<file path="config.mk">
export PLATFORM = sky130hd
export DESIGN_NAME = wrr_egress_arbiter_flat
export DESIGN_NICKNAME = d
export VERILOG_FILES = /design/src/rtl/wrr_egress_arbiter_if.sv /design/src/rtl/wrr_egress_arbiter.sv /design/src/flat_wrapper.sv
export SDC_FILE = /design/constraint.sdc
export NUM_CORES = 1
export LEC_CHECK = 0
export ABC_AREA = 0
export CELL_PAD_IN_SITES_DETAIL_PLACEMENT = 1
export CELL_PAD_IN_SITES_GLOBAL_PLACEMENT = 2
export CORE_UTILIZATION = 35
export CTS_BUF_LIST = sky130_fd_sc_hd__clkbuf_4
export CTS_CLUSTER_SIZE = 14
export DETAILED_ROUTE_END_ITERATION = 6
export PLACE_DENSITY_LB_ADDON = 0.1
export SYNTH_ARGS = -nofsm -noshare
export SYNTH_HDL_FRONTEND = slang
export SYNTH_SLANG_ARGS = --single-unit
</file>
<file path="constraint.sdc">
create_clock -name clk -period 2.67 [get_ports clk]
set_input_delay 0.267 -clock clk [delete_from_list [all_inputs] [get_ports clk]]
set_output_delay 0.267 -clock clk [all_outputs]
set_load 0.02 [all_outputs]
</file>
<file path="src/rtl/wrr_egress_arbiter_if.sv">
// Handshake bundle between the ingress sources, one egress arbiter and its egress sink.
// The master modport is the arbiter side; the slave modport is the surrounding switch fabric.
interface wrr_egress_arbiter_if #(
  parameter int N_PORTS   = 4,
  parameter int IDX_WIDTH = $clog2(N_PORTS)
);
  logic [N_PORTS-1:0]           ingress_valid;
  logic [N_PORTS-1:0]           ingress_last;
  logic [N_PORTS*IDX_WIDTH-1:0] ingress_dst;
  logic [N_PORTS-1:0]           ingress_ready;
  logic                         egress_valid;
  logic                         egress_last;
  logic                         egress_ready;

  modport master (
    input  ingress_valid, ingress_last, ingress_dst, egress_ready,
    output ingress_ready, egress_valid, egress_last
  );

  modport slave (
    output ingress_valid, ingress_last, ingress_dst, egress_ready,
    input  ingress_ready, egress_valid, egress_last
  );
endinterface

</file>
<file path="src/rtl/wrr_egress_arbiter.sv">
// Per-egress packet arbiter: packet-atomic weighted round-robin over ingress ports,
// with a watchdog that abandons a grant whose ingress goes silent mid-packet.
//
// state | meaning
// IDLE  | no grant; searching requests from rr_ptr upward
// SEND  | packet from ingress sel forwarded until its last beat or watchdog expiry
module wrr_egress_arbiter #(
  parameter int N_PORTS        = 4,
  parameter int IDX_WIDTH      = $clog2(N_PORTS),
  parameter int WEIGHT_WIDTH   = 4,
  parameter int TIMEOUT_CYCLES = 1024
) (
  input  logic                            clk,
  input  logic                            reset,
  wrr_egress_arbiter_if.master            bus,
  input  logic [IDX_WIDTH-1:0]            egress_port_id,
  input  logic [N_PORTS*WEIGHT_WIDTH-1:0] cfg_weights,
  input  logic                            cfg_load,
  output logic [IDX_WIDTH-1:0]            selected_ingress,
  output logic [N_PORTS-1:0]              grant,
  output logic                            busy,
  output logic                            timeout_pulse
);

  localparam int STALL_W = $clog2(TIMEOUT_CYCLES);

  typedef enum logic {IDLE, SEND} state_t;

  state_t                  state_q, state_d;
  logic [IDX_WIDTH-1:0]    sel_q, sel_d;
  logic [IDX_WIDTH-1:0]    rr_ptr_q, rr_ptr_d;
  logic [N_PORTS-1:0]      grant_q, grant_d;
  logic [STALL_W-1:0]      stall_cnt_q, stall_cnt_d;
  logic                    timeout_pulse_q, timeout_pulse_d;
  logic [WEIGHT_WIDTH-1:0] weight_q [N_PORTS];
  logic [WEIGHT_WIDTH-1:0] weight_d [N_PORTS];
  logic [WEIGHT_WIDTH-1:0] credit_q [N_PORTS];
  logic [WEIGHT_WIDTH-1:0] credit_d [N_PORTS];

  logic [N_PORTS-1:0]      req;
  logic                    hit;
  logic [IDX_WIDTH-1:0]    winner;
  logic [IDX_WIDTH-1:0]    cand;
  logic                    sel_valid;
  logic                    sel_last;
  logic [WEIGHT_WIDTH-1:0] credit_dec;

  function automatic logic [WEIGHT_WIDTH-1:0] eff_weight(input logic [WEIGHT_WIDTH-1:0] w);
    return (w == '0) ? WEIGHT_WIDTH'(1) : w;
  endfunction

  always_comb begin
    req = '0;
    for (int i = 0; i < N_PORTS; i++) begin
      req[i] = bus.ingress_valid[i] &&
               (bus.ingress_dst[i*IDX_WIDTH +: IDX_WIDTH] == egress_port_id);
    end
  end

  // Walk downward so the candidate closest to rr_ptr is the last (winning) assignment.
  always_comb begin
    hit    = 1'b0;
    winner = rr_ptr_q;
    cand   = '0;
    for (int k = N_PORTS - 1; k >= 0; k--) begin
      cand = rr_ptr_q + IDX_WIDTH'(k);
      if (req[cand]) begin
        hit    = 1'b1;
        winner = cand;
      end
    end
  end

  assign sel_valid  = bus.ingress_valid[sel_q];
  assign sel_last   = bus.ingress_last[sel_q];
  assign credit_dec = credit_q[sel_q] - WEIGHT_WIDTH'(1);

  always_comb begin
    state_d         = state_q;
    sel_d           = sel_q;
    rr_ptr_d        = rr_ptr_q;
    grant_d         = grant_q;
    stall_cnt_d     = stall_cnt_q;
    timeout_pulse_d = 1'b0;
    weight_d        = weight_q;
    credit_d        = credit_q;

    if (cfg_load) begin
      for (int i = 0; i < N_PORTS; i++) begin
        weight_d[i] = cfg_weights[i*WEIGHT_WIDTH +: WEIGHT_WIDTH];
        if (state_q == IDLE) credit_d[i] = eff_weight(weight_d[i]);
      end
    end

    unique case (state_q)
      IDLE: begin
        stall_cnt_d = '0;
        if (hit) begin
          state_d = SEND;
          sel_d   = winner;
          grant_d = N_PORTS'(1) << winner;
        end
      end
      SEND: begin
        if (sel_valid) begin
          stall_cnt_d = '0;
          if (bus.egress_ready && sel_last) begin
            if (credit_dec == '0) begin
              credit_d[sel_q] = eff_weight(weight_d[sel_q]);
              rr_ptr_d        = sel_q + IDX_WIDTH'(1);
            end else begin
              credit_d[sel_q] = credit_dec;
              rr_ptr_d        = sel_q;
            end
            state_d = IDLE;
            grant_d = '0;
          end
        end else if (stall_cnt_q == STALL_W'(TIMEOUT_CYCLES - 1)) begin
          timeout_pulse_d = 1'b1;
          credit_d[sel_q] = eff_weight(weight_d[sel_q]);
          rr_ptr_d        = sel_q + IDX_WIDTH'(1);
          stall_cnt_d     = '0;
          state_d         = IDLE;
          grant_d         = '0;
        end else begin
          stall_cnt_d = stall_cnt_q + STALL_W'(1);
        end
      end
      default: begin
        state_d = IDLE;
        grant_d = '0;
      end
    endcase
  end

  always_ff @(posedge clk or posedge reset) begin
    if (reset) begin
      state_q         <= IDLE;
      sel_q           <= '0;
      rr_ptr_q        <= '0;
      grant_q         <= '0;
      stall_cnt_q     <= '0;
      timeout_pulse_q <= 1'b0;
      for (int i = 0; i < N_PORTS; i++) begin
        weight_q[i] <= WEIGHT_WIDTH'(1);
        credit_q[i] <= WEIGHT_WIDTH'(1);
      end
    end else begin
      state_q         <= state_d;
      sel_q           <= sel_d;
      rr_ptr_q        <= rr_ptr_d;
      grant_q         <= grant_d;
      stall_cnt_q     <= stall_cnt_d;
      timeout_pulse_q <= timeout_pulse_d;
      weight_q        <= weight_d;
      credit_q        <= credit_d;
    end
  end

  assign busy              = (state_q == SEND);
  assign grant             = grant_q;
  assign selected_ingress  = sel_q;
  assign timeout_pulse     = timeout_pulse_q;
  assign bus.egress_valid  = busy && sel_valid;
  assign bus.egress_last   = busy && sel_last;
  assign bus.ingress_ready = (busy && bus.egress_ready) ? grant_q : '0;

endmodule

</file>
<file path="src/flat_wrapper.sv">
// flat-port wrapper written by rule: the top's interface ports become plain ports
module wrr_egress_arbiter_flat 
#(
  parameter int N_PORTS        = 4,
  parameter int IDX_WIDTH      = $clog2(N_PORTS),
  parameter int WEIGHT_WIDTH   = 4,
  parameter int TIMEOUT_CYCLES = 1024
)
  (clk, reset, egress_port_id, cfg_weights, cfg_load, selected_ingress, grant, busy, timeout_pulse, bus_ingress_valid, bus_ingress_last, bus_ingress_dst, bus_egress_ready, bus_ingress_ready, bus_egress_valid, bus_egress_last);
  wrr_egress_arbiter_if #(.N_PORTS(N_PORTS), .IDX_WIDTH(IDX_WIDTH)) bus_i ();
  input  logic clk;
  input  logic reset;
  input  logic [IDX_WIDTH-1:0] egress_port_id;
  input  logic [N_PORTS*WEIGHT_WIDTH-1:0] cfg_weights;
  input  logic cfg_load;
  output logic [IDX_WIDTH-1:0] selected_ingress;
  output logic [N_PORTS-1:0] grant;
  output logic busy;
  output logic timeout_pulse;
  input wire logic [$bits(bus_i.ingress_valid)-1:0] bus_ingress_valid;
  input wire logic [$bits(bus_i.ingress_last)-1:0] bus_ingress_last;
  input wire logic [$bits(bus_i.ingress_dst)-1:0] bus_ingress_dst;
  input wire logic [$bits(bus_i.egress_ready)-1:0] bus_egress_ready;
  output wire logic [$bits(bus_i.ingress_ready)-1:0] bus_ingress_ready;
  output wire logic [$bits(bus_i.egress_valid)-1:0] bus_egress_valid;
  output wire logic [$bits(bus_i.egress_last)-1:0] bus_egress_last;
  assign bus_i.ingress_valid = bus_ingress_valid;
  assign bus_i.ingress_last = bus_ingress_last;
  assign bus_i.ingress_dst = bus_ingress_dst;
  assign bus_i.egress_ready = bus_egress_ready;
  assign bus_ingress_ready = bus_i.ingress_ready;
  assign bus_egress_valid = bus_i.egress_valid;
  assign bus_egress_last = bus_i.egress_last;
  wrr_egress_arbiter #(.N_PORTS(N_PORTS), .IDX_WIDTH(IDX_WIDTH), .WEIGHT_WIDTH(WEIGHT_WIDTH), .TIMEOUT_CYCLES(TIMEOUT_CYCLES)) u_core (.clk(clk), .reset(reset), .bus(bus_i), .egress_port_id(egress_port_id), .cfg_weights(cfg_weights), .cfg_load(cfg_load), .selected_ingress(selected_ingress), .grant(grant), .busy(busy), .timeout_pulse(timeout_pulse));
endmodule
</file>
==> impl_results.md, run 1 <==
- Outcome: finished with violations
- Failing checks: design-rule violations
- IO Count: 52
- FILL cells: between 900 and 1k
- Register area share after synthesis: 40.81%
- Area of the core: 8806 um^2
- Post-Syn Area: about 3200 um^2
- Register bit total from synthesis: 52
- Max Fclk: ~0.39 GHz
- Worst Path Required: 2.40 ns
- Clock power frac: about an eighth
- Initial antenna violation count: 0
- Cell Pwr Density: 1036 nW/um^2
- Synth cell count leaders: 44 x dfrtp_1, 29 x nand2_1, 23 x nor2_1
- Htree depth: 2
- Setup Fix Bufs, Post-CTS: 0
- Met1 WL: 5099 um
- Rel. slew slack: 55.42%
- Main area contributors after synthesis: dfrtp_1 34%, mux4_2 8.4%, mux2_2 6.7%, dfstp_2 6.5%, xnor2_1 4.1%
- Yosys top cell by area: dfrtp_1
- Area of the die: 9568 um^2
- Initial DRC Count: 111
- Area occupied by multi-input gates: around 1800 um^2
- Maxcap violations: 0
- CP max FO: 7
- Startpoint types: flop
- Site Rows: 34
- P&R area growth vs syn: 28.31%
- Number of global-route vias before repair: 2853
- # setup viols final: 0
- Count leader, synth: dfrtp_1
- Post-synth EDFFs: 0
- Drt drc: 4
- TritonCTS clock tree: built
- Routed length on met3: 244 um
- Cells after synthesis: 309
- DRT Pass-1 Iters: 6
- Fraction of registers with async set or reset after synthesis: 100.0%
- Largest net degree at the start of global routing: 27
- First-pass GRT wire length: ~16000 um
- Chip Width: between 90 and 100 um
- Worst-skew pair later-pin latency: between 0.3 and 0.4 ns
- Leak: 1.701 nW
- Drt via density: 5.478
- Via Count: 2684
- Worst IR drop on VDD: 0.0004714 V
- Final Non-Filler Cells: 490
- Switching share of power: 41.57%
- DRT Wirelength: 9943 um
- Final hold slack: 0.2252 ns
- Sequential Power Share: between 20 and 30%
- Avg Inst Size Synth: 10.40 um^2
- Comb power frac: 57.6%
- Initial Util: between 30% and 40%
- Max Used Layer: met4
- RSZ-0062 raised after global routing: no
- CTS sink cnt: 52
- P_sw: 1.775 mW
- Buffers on Ports: 51
- GRT Total Usage: between 20 and 25%
- Yosys cell types: 52
- Antenna-violating nets left: 0
- Die height: 97.82 um
- Yosys warnings: 0
- CTS buffer count: 5
- HPWL after DPL: 8013 um
- Slew Viols, Final: 0
- Clk pin slew, worst setup/hold paths: ~0.16 ns
- Final Hold Viols: 0
- Placed Cells: approximately 480
- Avg WL per Cell: 20.29 um
- Overall power: 4.269 mW
- Fin crit period: roughly 2.6 ns
- Dominant synthesized flop cell: dfrtp_1
- Setup TNS: 0 ns
- Clk buf depth: 2
- GRT overflow: 0
- Setup CP Type: reg -> out
- Post-synth top area share: 34.27%
- N_diodes: 0
- Worst Clk Skew: roughly 0.018 ns
- Worst Setup End Kind: output port
- Syn Nets: 354
- Hold WC Path Type: in -> async
- Reg area: 1314 um^2
- Ratio of cells with drive above 1 in the final layout: 22.25%
- Tcrit/Tclk final: 96.84%
- DR WL met2: 4519 um
- Worst EP arrival: ~2.3 ns
- Fin util: a little under half
- Nets: 426
- Routability Congestion: about 0.85
- Clock root buffer: clkbuf_4
- Worst-margin pin slew: 0.6618 ns
- Pint: 2.495 mW
## power groups by stage
stage | clock, mW | sequential [mW] | combinational [mW]
floorplan | 0 | 1.21 | 1.57
global placement | 0 | 1.25 | 2.41
detailed placement | 0 | 1.25 | 2.46
CTS | 0.581 | 1.24 | 2.47
global route | 0.607 | 1.28 | 2.69
finish | 0.569 | 1.24 | 2.46
## layout by cell type (no fill, tap or decap), drive strengths merged, types with 3 or more instances in the layout
cell type / instances
clkdlybuf4s50: 51
dfrtp: 44
nand2: 29
buf: 29
nor2: 23
mux2: 19
xnor2: 15
o21ai: 15
a21oi: 13
mux4: 12
nand3: 11
nor3: 8
mux2i: 8
dfstp: 8
inv: 8
ha: 7
and3: 6
nand2b: 6
or3: 6
o21a: 6
nor2b: 5
a22o: 5
clkbuf: 5
a211oi: 4
xor2: 3
a31o: 3
o211ai: 3
## kinds of logic after synthesis
| family | Yosys count | synth area share (%) |
|---|---|---|
| adders and majority gates | 7 | 2.726 |
| buffers and inverters | 22 | 3.271 |
| and+or+nand+nor | 105 | 16.16 |
| muxes | 39 | 17.56 |
| DFF | 52 | 40.81 |
| xor gates and xnor gates | 18 | 4.907 |
| AOI/OAI and AO/OA | 66 | 14.56 |
## timing repair
action                                  4_1_cts  5_1_grt
hold buffers                                  0        0
gates resized for setup                       1        2
endpoints found under the setup margin        1       10
## flip-flops by register name (all words and copies together), names as in the netlist
register	count
u_core.busy	1
u_core.credit_q	16
u_core.grant	4
u_core.rr_ptr_q	2
u_core.selected_ingress	2
u_core.stall_cnt_q	10
u_core.timeout_pulse	1
u_core.weight_q	16
## stage by stage
stage | instance area, um^2 | setup slack (ns)
6_report | 4123 | 0.08443
5_1_grt | 4123 | 0.02020
4_1_cts | 4118 | 0.005755
3_5_place_dp | 4010 | -0.02014
3_3_place_gp | 4010 | 0.06361
2_1_floorplan | 3213 | 0.1850
## path summary, 6_finish.rpt
kind                                                              from                       endpoint  cells after the start  slack, ns
worst max-delay path            u_core.selected_ingress[1]$_DFFE_PP0P_               bus_egress_valid                      4       0.08
worst min-delay path                                             reset   u_core.weight_q[5]$_DFF_PP0_                      2       0.23
worst max register to register  u_core.selected_ingress[0]$_DFFE_PP0P_  u_core.credit_q[10]$_DFF_PP0_                      9       0.20
worst min register to register           u_core.weight_q[11]$_DFF_PP0_  u_core.weight_q[11]$_DFF_PP0_                      1       0.52
max in group asynchronous                                        reset   u_core.weight_q[0]$_DFF_PP1_                      3       1.76
min in group clk                         u_core.weight_q[11]$_DFF_PP0_  u_core.weight_q[11]$_DFF_PP0_                      1       0.52
## routing by layer
layer | vias to the layer above | global-route usage, %
li1 | 1277 | -
met1 | 1355 | 33.07
met2 | 46 | 35.02
met3 | 6 | 2.577
met4 | 0 | 4.895
met5 | - | 0
## critical path, stage by stage, from the launching register on
cell and delay (ns):
dfrtp_2 0.52, mux4_2 0.55, buf_4 0.18, and2_1 0.15
clkdlybuf4s50_1 0.54
## final cells by class
type / count / share of cell area (%)
Timing Repair Buffer: 80 / 17.97
Clock buffer: 5 / 0.9105
Multi-Input combinational cell: 235 / 43.67
Tap cell: 108 / 3.278
Inverter: 7 / 0.6373
Clock inverter: 3 / 1.669
Sequential cell: 52 / 31.87
Power figures use the tool's default switching activity.
==> inputs of run 2 (changes only) <==
--- a/config.mk
+++ b/config.mk
@@ -12,7 +12,9 @@
 export CTS_BUF_LIST = sky130_fd_sc_hd__clkbuf_4
 export CTS_CLUSTER_SIZE = 14
 export DETAILED_ROUTE_END_ITERATION = 6
+export HOLD_SLACK_MARGIN = 0.02
 export PLACE_DENSITY_LB_ADDON = 0.1
+export SETUP_SLACK_MARGIN = 0.1
 export SYNTH_ARGS = -nofsm -noshare
 export SYNTH_HDL_FRONTEND = slang
 export SYNTH_SLANG_ARGS = --single-unit
==> run 2 against run 1 <==
The run still ends with design-rule violations left. Die area did not move. Maximum frequency rose by 1.7%. Via count rose by 2.0%. Global-route usage rose by 0.22 points. Clock power barely moved. Setup slack improved by 0.042 ns. Utilization rose by 1.4 points. Routed wire length rose by 2.7%. Final cell count rose by 1.8%. Cell area rose by 2.9%. Power rose by 7.7%. Non-clock buffer count rose by 9.
==> impl_results.md, run 2 (synthesized netlist as in run 1, its figures left out) <==
- Startpoint types: flop (unchanged)
- Drt via density: 5.487 (was 5.478)
- Antenna-violating nets left: 0 (unchanged)
- RR Endpoint: u_core.credit_q[10]$_DFF_PP0_ (unchanged)
- CP max FO: 4 (was 7)
- CP peak stage delay: 0.55 ns (about the same)
- Maxcap violations: 0 (unchanged)
- DRT Wirelength: 10220 um (was 9943 um)
- P&R area growth vs syn: 32.09% (was 28.31%)
- Chip Width: 97.82 um (unchanged)
- Failing checks: design-rule violations (unchanged)
- RSZ-0062 raised after global routing: yes (was no)
- Worst reg2reg startpoint: u_core.selected_ingress[0]$_DFFE_PP0P_ (unchanged)
- Hold WC Path Type: in -> async (unchanged)
- Tcrit/Tclk final: 95.26% (was 96.84%)
- Biggest regs: u_core.credit_q: 16 flops, u_core.weight_q: 16 flops, u_core.stall_cnt_q: 10 flops (unchanged)
- Worst Clk Skew: 0.01384 ns (was 0.01768 ns)
- Worst EP arrival: 2.85 ns (was 2.32 ns)
- Max Used Layer: met4 (unchanged)
- Clk buf depth: 2 (unchanged)
- Outcome: finished with violations (unchanged)
- HPWL after DPL: 8013 um (unchanged)
- # setup viols final: 0 (unchanged)
- First-pass GRT wire length: 16490 um (was 16330 um)
- Routed length on met3: 288 um (was 244 um)
- Crit path top cell by count: buf_4
- Drt drc: 4 (unchanged)
- Setup CP Type: reg -> reg (was reg -> out)
- Site Rows: 34 (unchanged)
- Most frequent cells in the layout: 50 x clkdlybuf4s50_1, 42 x dfrtp_1, 36 x buf_4 (was 51 x clkdlybuf4s50_1, 42 x dfrtp_1, 29 x nand2_1)
- IO Count: 52 (unchanged)
- Die height: 97.82 um (unchanged)
- FILL cells: 965 (was 971)
- Routability Congestion: 0.8510 (unchanged)
- Rel. slew slack: 62.00% (was 55.42%)
- Worst-margin pin slew: 0.5692 ns (was 0.6618 ns)
- Initial antenna violation count: 0 (unchanged)
- Ratio of cells with drive above 1 in the final layout: 25.58% (was 22.25%)
- Area of the die: 9568 um^2 (unchanged)
- CP max stage cell: mux4_2 (unchanged)
- Max Fclk: 0.3932 GHz (was 0.3868 GHz)
- R2R setup slack: 0.13 ns (was 0.20 ns)
- Final Non-Filler Cells: 499 (was 490)
- DR WL met2: 4754 um (was 4519 um)
- Most common cell after layout, fill and taps aside: clkdlybuf4s50_1 (unchanged)
- TritonCTS clock tree: built (unchanged)
- Final Hold Viols: 0 (unchanged)
- Avg WL per Cell: 20.47 um (was 20.29 um)
- Clk pin slew, worst setup/hold paths: 0.16 ns (about the same)
- GRT Total Usage: 22.52% (was 22.30%)
- Fin util: 48.20% (was 46.82%)
- Htree depth: 2 (unchanged)
- CP Cell Sequence: buf_4 > mux4_2 > buf_4 > ha_4 > buf_4 > nand2_1 > o21ai_1 > o21ai_0 > o21ai_1 > o21a_1 (was mux4_2 > buf_4 > and2_1 > clkdlybuf4s50_1)
- CTS buffer count: 5 (unchanged)
- N_diodes: 0 (unchanged)
- Worst Setup End Kind: flop (was output port)
- Initial Util: 36.49% (unchanged)
- Worst reg-to-reg path cell count: 10 (was 9)
- Fin crit period: 2.543 ns (was 2.586 ns)
- DRT Pass-1 Iters: 6 (unchanged)
- Largest net degree at the start of global routing: 27 (unchanged)
- Leak: 1.762 nW (was 1.701 nW)
- Met1 WL: 5089 um (was 5099 um)
- Worst-skew pair later-pin latency: 0.40 ns (was 0.39 ns)
- Area of the core: 8806 um^2 (unchanged)
- Clock root buffer: clkbuf_4 (unchanged)
- Final setup margin: 0.1266 ns (was 0.08443 ns)
- Number of global-route vias before repair: 2903 (was 2853)
- Slew Viols, Final: 0 (unchanged)
- Setup TNS: 0 ns (unchanged)
- Worst Path Required: 2.98 ns (was 2.40 ns)
- Initial DRC Count: 130 (was 111)
- Via Count: 2738 (was 2684)
- CTS sink cnt: 52 (unchanged)
- GRT overflow: 0 (unchanged)
- Worst IR drop on VDD: 0.0004753 V (was 0.0004714 V)
- Placed Cells: 482 (unchanged)
- Nets: 435 (was 426)
- Buffers on Ports: 51 (unchanged)
- Cell Pwr Density: 1084 nW/um^2 (was 1036 nW/um^2)
- Place WS: -0.02014 ns (unchanged)
==> run 2: stage by stage <==
step                power [mW]  hold WS (ns)  instance area (um^2)
CTS                      4.331        0.2441                  4149
global placement         3.657        0.4791                  4010
detailed placement       3.708        0.4863                  4010
floorplan                2.772        0.4187                  3213
finish                   4.599        0.2222                  4244
global route             4.888        0.2669                  4244
==> run 2: worst max path at each step <==
stage	start	end	slack [ns]	cells after the start
2_1_floorplan	u_core.selected_ingress[0]$_DFFE_PP0P_	u_core.credit_q[13]$_DFF_PP0_	0.19	7
3_3_place_gp	cfg_load	u_core.credit_q[4]$_DFF_PP1_	0.06	8
3_5_place_dp	cfg_load	u_core.credit_q[4]$_DFF_PP1_	-0.02	8
4_1_cts	u_core.stall_cnt_q[0]$_DFF_PP0_	u_core.credit_q[9]$_DFF_PP0_	0.15	8
5_1_grt	u_core.selected_ingress[0]$_DFFE_PP0P_	u_core.credit_q[5]$_DFF_PP0_	0.07	10
6_report	u_core.selected_ingress[0]$_DFFE_PP0P_	u_core.credit_q[10]$_DFF_PP0_	0.13	10
==> run 2: power by group <==
| part | internal (mW) | total (mW) | switching (mW) |
|---|---|---|---|
| Clock | 0.295 | 0.572 | 0.277 |
| Sequential | 1.03 | 1.22 | 0.186 |
| Combinational | 1.35 | 2.81 | 1.45 |
==> run 2: area by class of cell <==
cell class	instances	area [um^2]	share of cell area, %
Timing Repair Buffer	89	814.5	19.19
Sequential cell	52	1314	30.96
Multi-Input combinational cell	235	1848	43.54
Clock buffer	5	37.54	0.8844
Inverter	7	26.28	0.6191
Clock inverter	3	68.82	1.621
Tap cell	108	135.1	3.184
==> run 2: critical path, delay by kind of cell, from the launching register on <==
kind / cells / cell delay [ns]
AO/OA/AOI/OAI: 4 / 0.76
adder cells (fa/ha/maj): 1 / 0.16
flip-flops: 1 / 0.43
AND/OR/NAND/NOR: 1 / 0.13
buffers and inverters: 3 / 0.43
multiplexers: 1 / 0.55
==> run 2: routing by layer <==
metal	vias to the layer above	track usage (%)
met5	-	0
met4	0	4.895
met3	6	2.577
met2	56	36.01
met1	1382	32.92
li1	1294	-
==> run 2: repair_timing <==
action                                 in CTS  in global routing
hold buffers                                0                  0
gates resized for setup                     2                 14
endpoints found under the hold margin       0                  0
pin swaps                                   0                  5
setup buffers                               4                  5
setup endpoints to repair                   2                 12
